File: src/rtl/ccff_chain_loader.sv
// Serial loader for the fabric CCFF configuration chain: bitstream words in, one bit per prog_clk shift out.
// Optional readback compare during a re-stream pass is enabled with `define CCFF_VERIFY_EN.
module ccff_chain_loader #(
  parameter int CHAIN_LEN = 1024,
  parameter int WORD_W    = 8,
  parameter int CNT_W     = 11
) (
  input  logic              prog_clk,
  input  logic              pReset,
  input  logic              start,
  input  logic              word_valid,
  input  logic [WORD_W-1:0] word_data,
  output logic              word_ready,
  output logic              ccff_head,
  output logic              prog_en,
  input  logic              ccff_tail,
`ifdef CCFF_VERIFY_EN
  input  logic              verify,
  output logic              err,
  output logic [15:0]       err_cnt,
`endif
  output logic              busy,
  output logic              done
);

  localparam int BC_W = $clog2(WORD_W + 1);
  localparam logic [BC_W-1:0]  WORD_CNT = BC_W'(WORD_W);
  localparam logic [CNT_W-1:0] LAST_IDX = CNT_W'(CHAIN_LEN - 1);
  localparam logic [CNT_W:0]   LEN_X    = (CNT_W + 1)'(CHAIN_LEN);

  typedef enum logic [1:0] {
    ST_IDLE  = 2'd0,
    ST_SHIFT = 2'd1,
    ST_DONE  = 2'd2
  } state_t;

  state_t             state_r;
  state_t             state_nxt_s;
  logic [CNT_W-1:0]   bit_cnt_r;
  logic [CNT_W-1:0]   bit_cnt_nxt_s;
  logic [WORD_W-1:0]  buf_r;
  logic [WORD_W-1:0]  buf_nxt_s;
  logic [BC_W-1:0]    buf_cnt_r;
  logic [BC_W-1:0]    buf_cnt_nxt_s;
  logic               head_r;
  logic               head_nxt_s;
  logic               en_r;
  logic               en_nxt_s;
  logic               ready_r;
  logic               ready_nxt_s;
  logic               busy_r;
  logic               done_r;
  logic               accept_s;

  assign word_ready = ready_r;
  assign ccff_head  = head_r;
  assign prog_en    = en_r;
  assign busy       = busy_r;
  assign done       = done_r;

  // Next-state decisions for the coming edge: which bit (if any) is issued and what the buffer keeps
  always_comb begin
    state_nxt_s   = state_r;
    bit_cnt_nxt_s = bit_cnt_r;
    buf_nxt_s     = buf_r;
    buf_cnt_nxt_s = buf_cnt_r;
    head_nxt_s    = head_r;
    en_nxt_s      = 1'b0;
    accept_s      = ready_r & word_valid;
    case (state_r)
      ST_IDLE, ST_DONE: begin
        if (start) begin
          state_nxt_s   = ST_SHIFT;
          bit_cnt_nxt_s = '0;
          buf_nxt_s     = '0;
          buf_cnt_nxt_s = '0;
        end else begin
          state_nxt_s   = state_r;
        end
      end
      ST_SHIFT: begin
        if (buf_cnt_r != '0) begin
          en_nxt_s   = 1'b1;
          head_nxt_s = buf_r[0];
          // Ready is only offered with one bit left, so a new word replaces the buffer whole
          if (accept_s) begin
            buf_nxt_s     = word_data;
            buf_cnt_nxt_s = WORD_CNT;
          end else begin
            buf_nxt_s     = buf_r >> 1'b1;
            buf_cnt_nxt_s = buf_cnt_r - 1'b1;
          end
        end else if (accept_s) begin
          en_nxt_s      = 1'b1;
          head_nxt_s    = word_data[0];
          buf_nxt_s     = word_data >> 1'b1;
          buf_cnt_nxt_s = WORD_CNT - 1'b1;
        end else begin
          en_nxt_s      = 1'b0;
          head_nxt_s    = head_r;
        end
        if (en_nxt_s) begin
          bit_cnt_nxt_s = bit_cnt_r + 1'b1;
          if (bit_cnt_r == LAST_IDX) begin
            state_nxt_s   = ST_DONE;
            buf_cnt_nxt_s = '0;
          end else begin
            state_nxt_s   = ST_SHIFT;
          end
        end else begin
          bit_cnt_nxt_s = bit_cnt_r;
        end
      end
      default: begin
        state_nxt_s = ST_IDLE;
      end
    endcase
    ready_nxt_s = (state_nxt_s == ST_SHIFT) && (buf_cnt_nxt_s <= BC_W'(1)) &&
                  (({1'b0, bit_cnt_nxt_s} + (CNT_W + 1)'(buf_cnt_nxt_s)) < LEN_X);
  end

  // Control and datapath registers; reset aborts a pass on the same edge
  always_ff @(posedge prog_clk) begin
    if (pReset) begin
      state_r   <= ST_IDLE;
      bit_cnt_r <= '0;
      buf_r     <= '0;
      buf_cnt_r <= '0;
      head_r    <= 1'b0;
      en_r      <= 1'b0;
      ready_r   <= 1'b0;
      busy_r    <= 1'b0;
      done_r    <= 1'b0;
    end else begin
      state_r   <= state_nxt_s;
      bit_cnt_r <= bit_cnt_nxt_s;
      buf_r     <= buf_nxt_s;
      buf_cnt_r <= buf_cnt_nxt_s;
      head_r    <= head_nxt_s;
      en_r      <= en_nxt_s;
      ready_r   <= ready_nxt_s;
      busy_r    <= (state_nxt_s == ST_SHIFT);
      done_r    <= (state_nxt_s == ST_DONE);
    end
  end

`ifdef CCFF_VERIFY_EN
  logic        verify_r;
  logic        err_r;
  logic [15:0] err_cnt_r;

  assign err     = err_r;
  assign err_cnt = err_cnt_r;

  // Readback compare: on each shift edge the tail still carries the previous pass's bit of that index
  always_ff @(posedge prog_clk) begin
    if (pReset) begin
      verify_r  <= 1'b0;
      err_r     <= 1'b0;
      err_cnt_r <= 16'h0000;
    end else if (start && (state_r != ST_SHIFT)) begin
      verify_r  <= verify;
      err_r     <= 1'b0;
      err_cnt_r <= 16'h0000;
    end else if (verify_r && en_r && (ccff_tail != head_r)) begin
      err_r <= 1'b1;
      if (err_cnt_r != 16'hFFFF) begin
        err_cnt_r <= err_cnt_r + 16'h0001;
      end else begin
        err_cnt_r <= err_cnt_r;
      end
    end else begin
      err_r     <= err_r;
      err_cnt_r <= err_cnt_r;
    end
  end
`else
  logic unused_tail_s;
  assign unused_tail_s = ccff_tail;
`endif

endmodule

File: config.mk
export PLATFORM = sky130hd
export DESIGN_NAME = ccff_chain_loader
export DESIGN_NICKNAME = d
export VERILOG_FILES = /design/src/rtl/ccff_chain_loader.sv
export SDC_FILE = /design/constraint.sdc
export NUM_CORES = 1
export LEC_CHECK = 0
export ABC_AREA = 1
export CAP_MARGIN = 20
export CORE_ASPECT_RATIO = 1.25
export CORE_MARGIN = 2
export CORE_UTILIZATION = 55
export DETAILED_ROUTE_END_ITERATION = 7
export MAX_ROUTING_LAYER = met4
export PLACE_DENSITY = 0.78
export SYNTH_ARGS = -nofsm -noshare
export SYNTH_HDL_FRONTEND = slang
export SYNTH_SLANG_ARGS = --single-unit
File: constraint.sdc
create_clock -name prog_clk -period 5.7 [get_ports prog_clk]
set_input_delay 1.425 -clock prog_clk [delete_from_list [all_inputs] [get_ports prog_clk]]
set_output_delay 1.425 -clock prog_clk [all_outputs]
set_load 0.02 [all_outputs]
==> metrics.cfg <==
[timing]
min_period_ns = 3.649
rsz0062_at_grt = no
setup_viol_count_final = 0
finalSetupTns_ns = 0
hold_viol = 0
finalCritPeriodShare = 0.6402
final_max_slew_viol_count = 0
fmax_ghz = 0.2740
tightest_slew_ns = 0.7401
finClkSkew_ns = 0.006737
slew_headroom = 0.5051

[drt]
via_count = 1607
drt-vias-per-instance = 5.218
first_pass_iters = 4
drt_iter0_drc = 52
ant_nets = 0
wl_um = 3770
drc = 0
wl_per_cell_um = 12.24

[pwr]
power_switching_uw = 162.9
internal_power_uw = 358.8
clock_power_share = 0.339
power.density_mw_per_mm2 = 258.7
pwr-share-comb = 0.222
ir_drop_v = 0.0001702
sw_frac_of_total = 0.3123
power_leakage_uw = 0.0008462
p_seq_frac = 0.438

[critical_path]
critPathCaptureType = flip-flop
r2r_cells = 12
regToRegStartpoint = state_r[0]$_SDFF_PP0_
cp.required_ns = 5.92
crit_arrival_ns = 3.87
r2r-end = word_ready$_SDFF_PP0_
cp-start-kind = primary input
worst-path-max-fanout = 12
r2r_setup_slack_ns = 3.25
critPathKind = in -> reg

[global_route]
grt_pass1_wl_um = 6327
grt_usage = 0.2429
grt_max_degree = 22
grt_pass1_vias = 1483
antenna_found_initial = 0
overflow = 0

[clock_network]
numCtsBuffers = 5
cts_resized = 0
cts_tree = yes
clk_latency_ns = 0.29
hold_buffers = 0
cts_buffer_depth = 2
cts_root_buf = clkbuf_8
clock-sinks = 30
clk_pin_slew_worst_paths_ns = 0.06
post_cts_buffers = 0
cts_max_level = 2

[yosys]
ys_ff_latch = 30
synth_area_per_cell_um2 = 6.980
async_reset_ff_frac = 0
synth_area_leaders = dfxtp_1, nand2_1, nor2_1
seq_area_frac_synth = 0.3387
netlist_instances = 254
synth_fp_nets = 272
yosysWarnings = 0
synth_edf_count = 0
ys_types = 35
synth_flop_cell = dfxtp_1
synth_top_area_cell = dfxtp_1
yosysTopAreaCellShare = 0.3387
syn_area_mm2 = 0.001773

[final_layout]
final_util = 0.6430
final_area_mm2 = 0.002017
syn2layout_area_growth_pct = 13.76
layout_commonest_cell = nand2_1
layout_common_cells = nand2_1, nor2_1, dfxtp_1
n_antenna_cell = 0
multi_input_area_um2 = 996.0
fillers = 288
drive_gt1_frac = 0.1292
nNetsFinal = 288
register_area_um2 = 600.6

[floorplan]
die_area_mm2 = 0.003697
core_mm2 = 0.003137
dieWidth_um = 54.78
pin_count = 18
start_util = 0.5652
chipHeight_um = 67.48
num_rows = 23

[outcome]
status = complete, no violations

[run]
maxCapViolCount = 0

[min_path]
hold_path_class = reg -> reg
hold_end = buf_r[7]$_SDFFE_PP0P_
hold_depth = 2
hold_start = buf_r[7]$_SDFFE_PP0P_

[placement]
dpl.hpwl_um = 2733
globalplace.congestion = 0.8479
io_buffers = 16
place_area_mm2 = 0.001926

==> worst max-delay path by stage <==
| stage | start | cells past startpoint | to |
|---|---|---|---|
| after detailed placement | word_valid | 11 | word_ready$_SDFF_PP0_ |
| final | word_valid | 13 | word_ready$_SDFF_PP0_ |
| after floorplan | word_valid | 10 | word_ready$_SDFF_PP0_ |
| after global placement | word_valid | 13 | word_ready$_SDFF_PP0_ |
| after global routing | word_valid | 13 | word_ready$_SDFF_PP0_ |
| after CTS | word_valid | 11 | word_ready$_SDFF_PP0_ |
==> metrics by stage <==
step | hold WS, ns | power (µW) | cells | worst slack [ns]
floorplan | 0.4414 | 323.9 | 254 | 2.803
global placement | 0.4545 | 346.8 | 300 | 1.803
detailed placement | 0.4599 | 349.1 | 300 | 1.742
CTS | 0.4688 | 527.5 | 308 | 2.028
global route | 0.4841 | 551.1 | 308 | 1.852
finish | 0.4655 | 521.7 | 308 | 2.051
==> power groups by stage <==
stage	Sequential [µW]	Combinational, µW	Clock (µW)
floorplan	235	88.6	0
global placement	233	114	0
detailed placement	233	116	0
CTS	229	117	182
global route	230	130	191
finish	229	116	177
==> registers in the layout (all words and copies together) (netlist names), 2 cells and up <==
name and flops:
buf_r 8, buf_cnt_r 4, state_r 2, bit_cnt_r 11
==> critical path: stages <==
cell             delay (ns)
clkdlybuf4s50_1        0.46
nand2_1                0.26
nand3_4                0.31
nand2_2                0.18
or2_2                  0.34
o21ai_0                0.23
inv_1                  0.07
ha_1                   0.29
nand2_1                0.06
inv_1                  0.03
nand2_1                0.05
nand2_1                0.05
a21oi_1                0.11
==> cell usage after synthesis (3+ instances only) <==
library cell   n
inv_1         26
nand3_1       14
nand4_1        5
o21ai_0       14
a311oi_1       6
nand2_1       51
nor3_1         5
a31oi_1        3
nand2_2        7
a21oi_1       12
inv_2          4
nor2_1        41
dfxtp_1       30
ha_1           5
nand3_4        3
nor2_4         3
==> layer usage <==
| layer | wire length (µm) | up-vias | track usage |
|---|---|---|---|
| li1 | - | 863 | - |
| met1 | 1709 | 711 | 0.2589 |
| met2 | 1851 | 28 | 0.4167 |
| met3 | 147 | 5 | 0.06637 |
| met4 | 62 | 0 | 0.09063 |
| met5 | 0 | - | - |
==> cell families (layout without fill, tap and decap cells) <==
logic type      Yosys count  count (layout)  share of synthesized area
xor+xnor                  1               1                   0.004941
compound gates           41              41                     0.1390
flops                    30              30                     0.3387
buf+inv                  39              56                    0.09949
fa+ha+maj                 5               5                    0.03529
simple gates            138             138                     0.3825
==> final cells by class <==
cell class | instances | area share
well taps | 37 | 0.02295
multi-input cells | 185 | 0.4938
inverters | 32 | 0.06079
clock buffers | 7 | 0.04280
flip-flops and latches | 30 | 0.2978
clock inverters | 1 | 0.002481
repair buffers | 16 | 0.07940
Power figures use the tool's default switching activity.
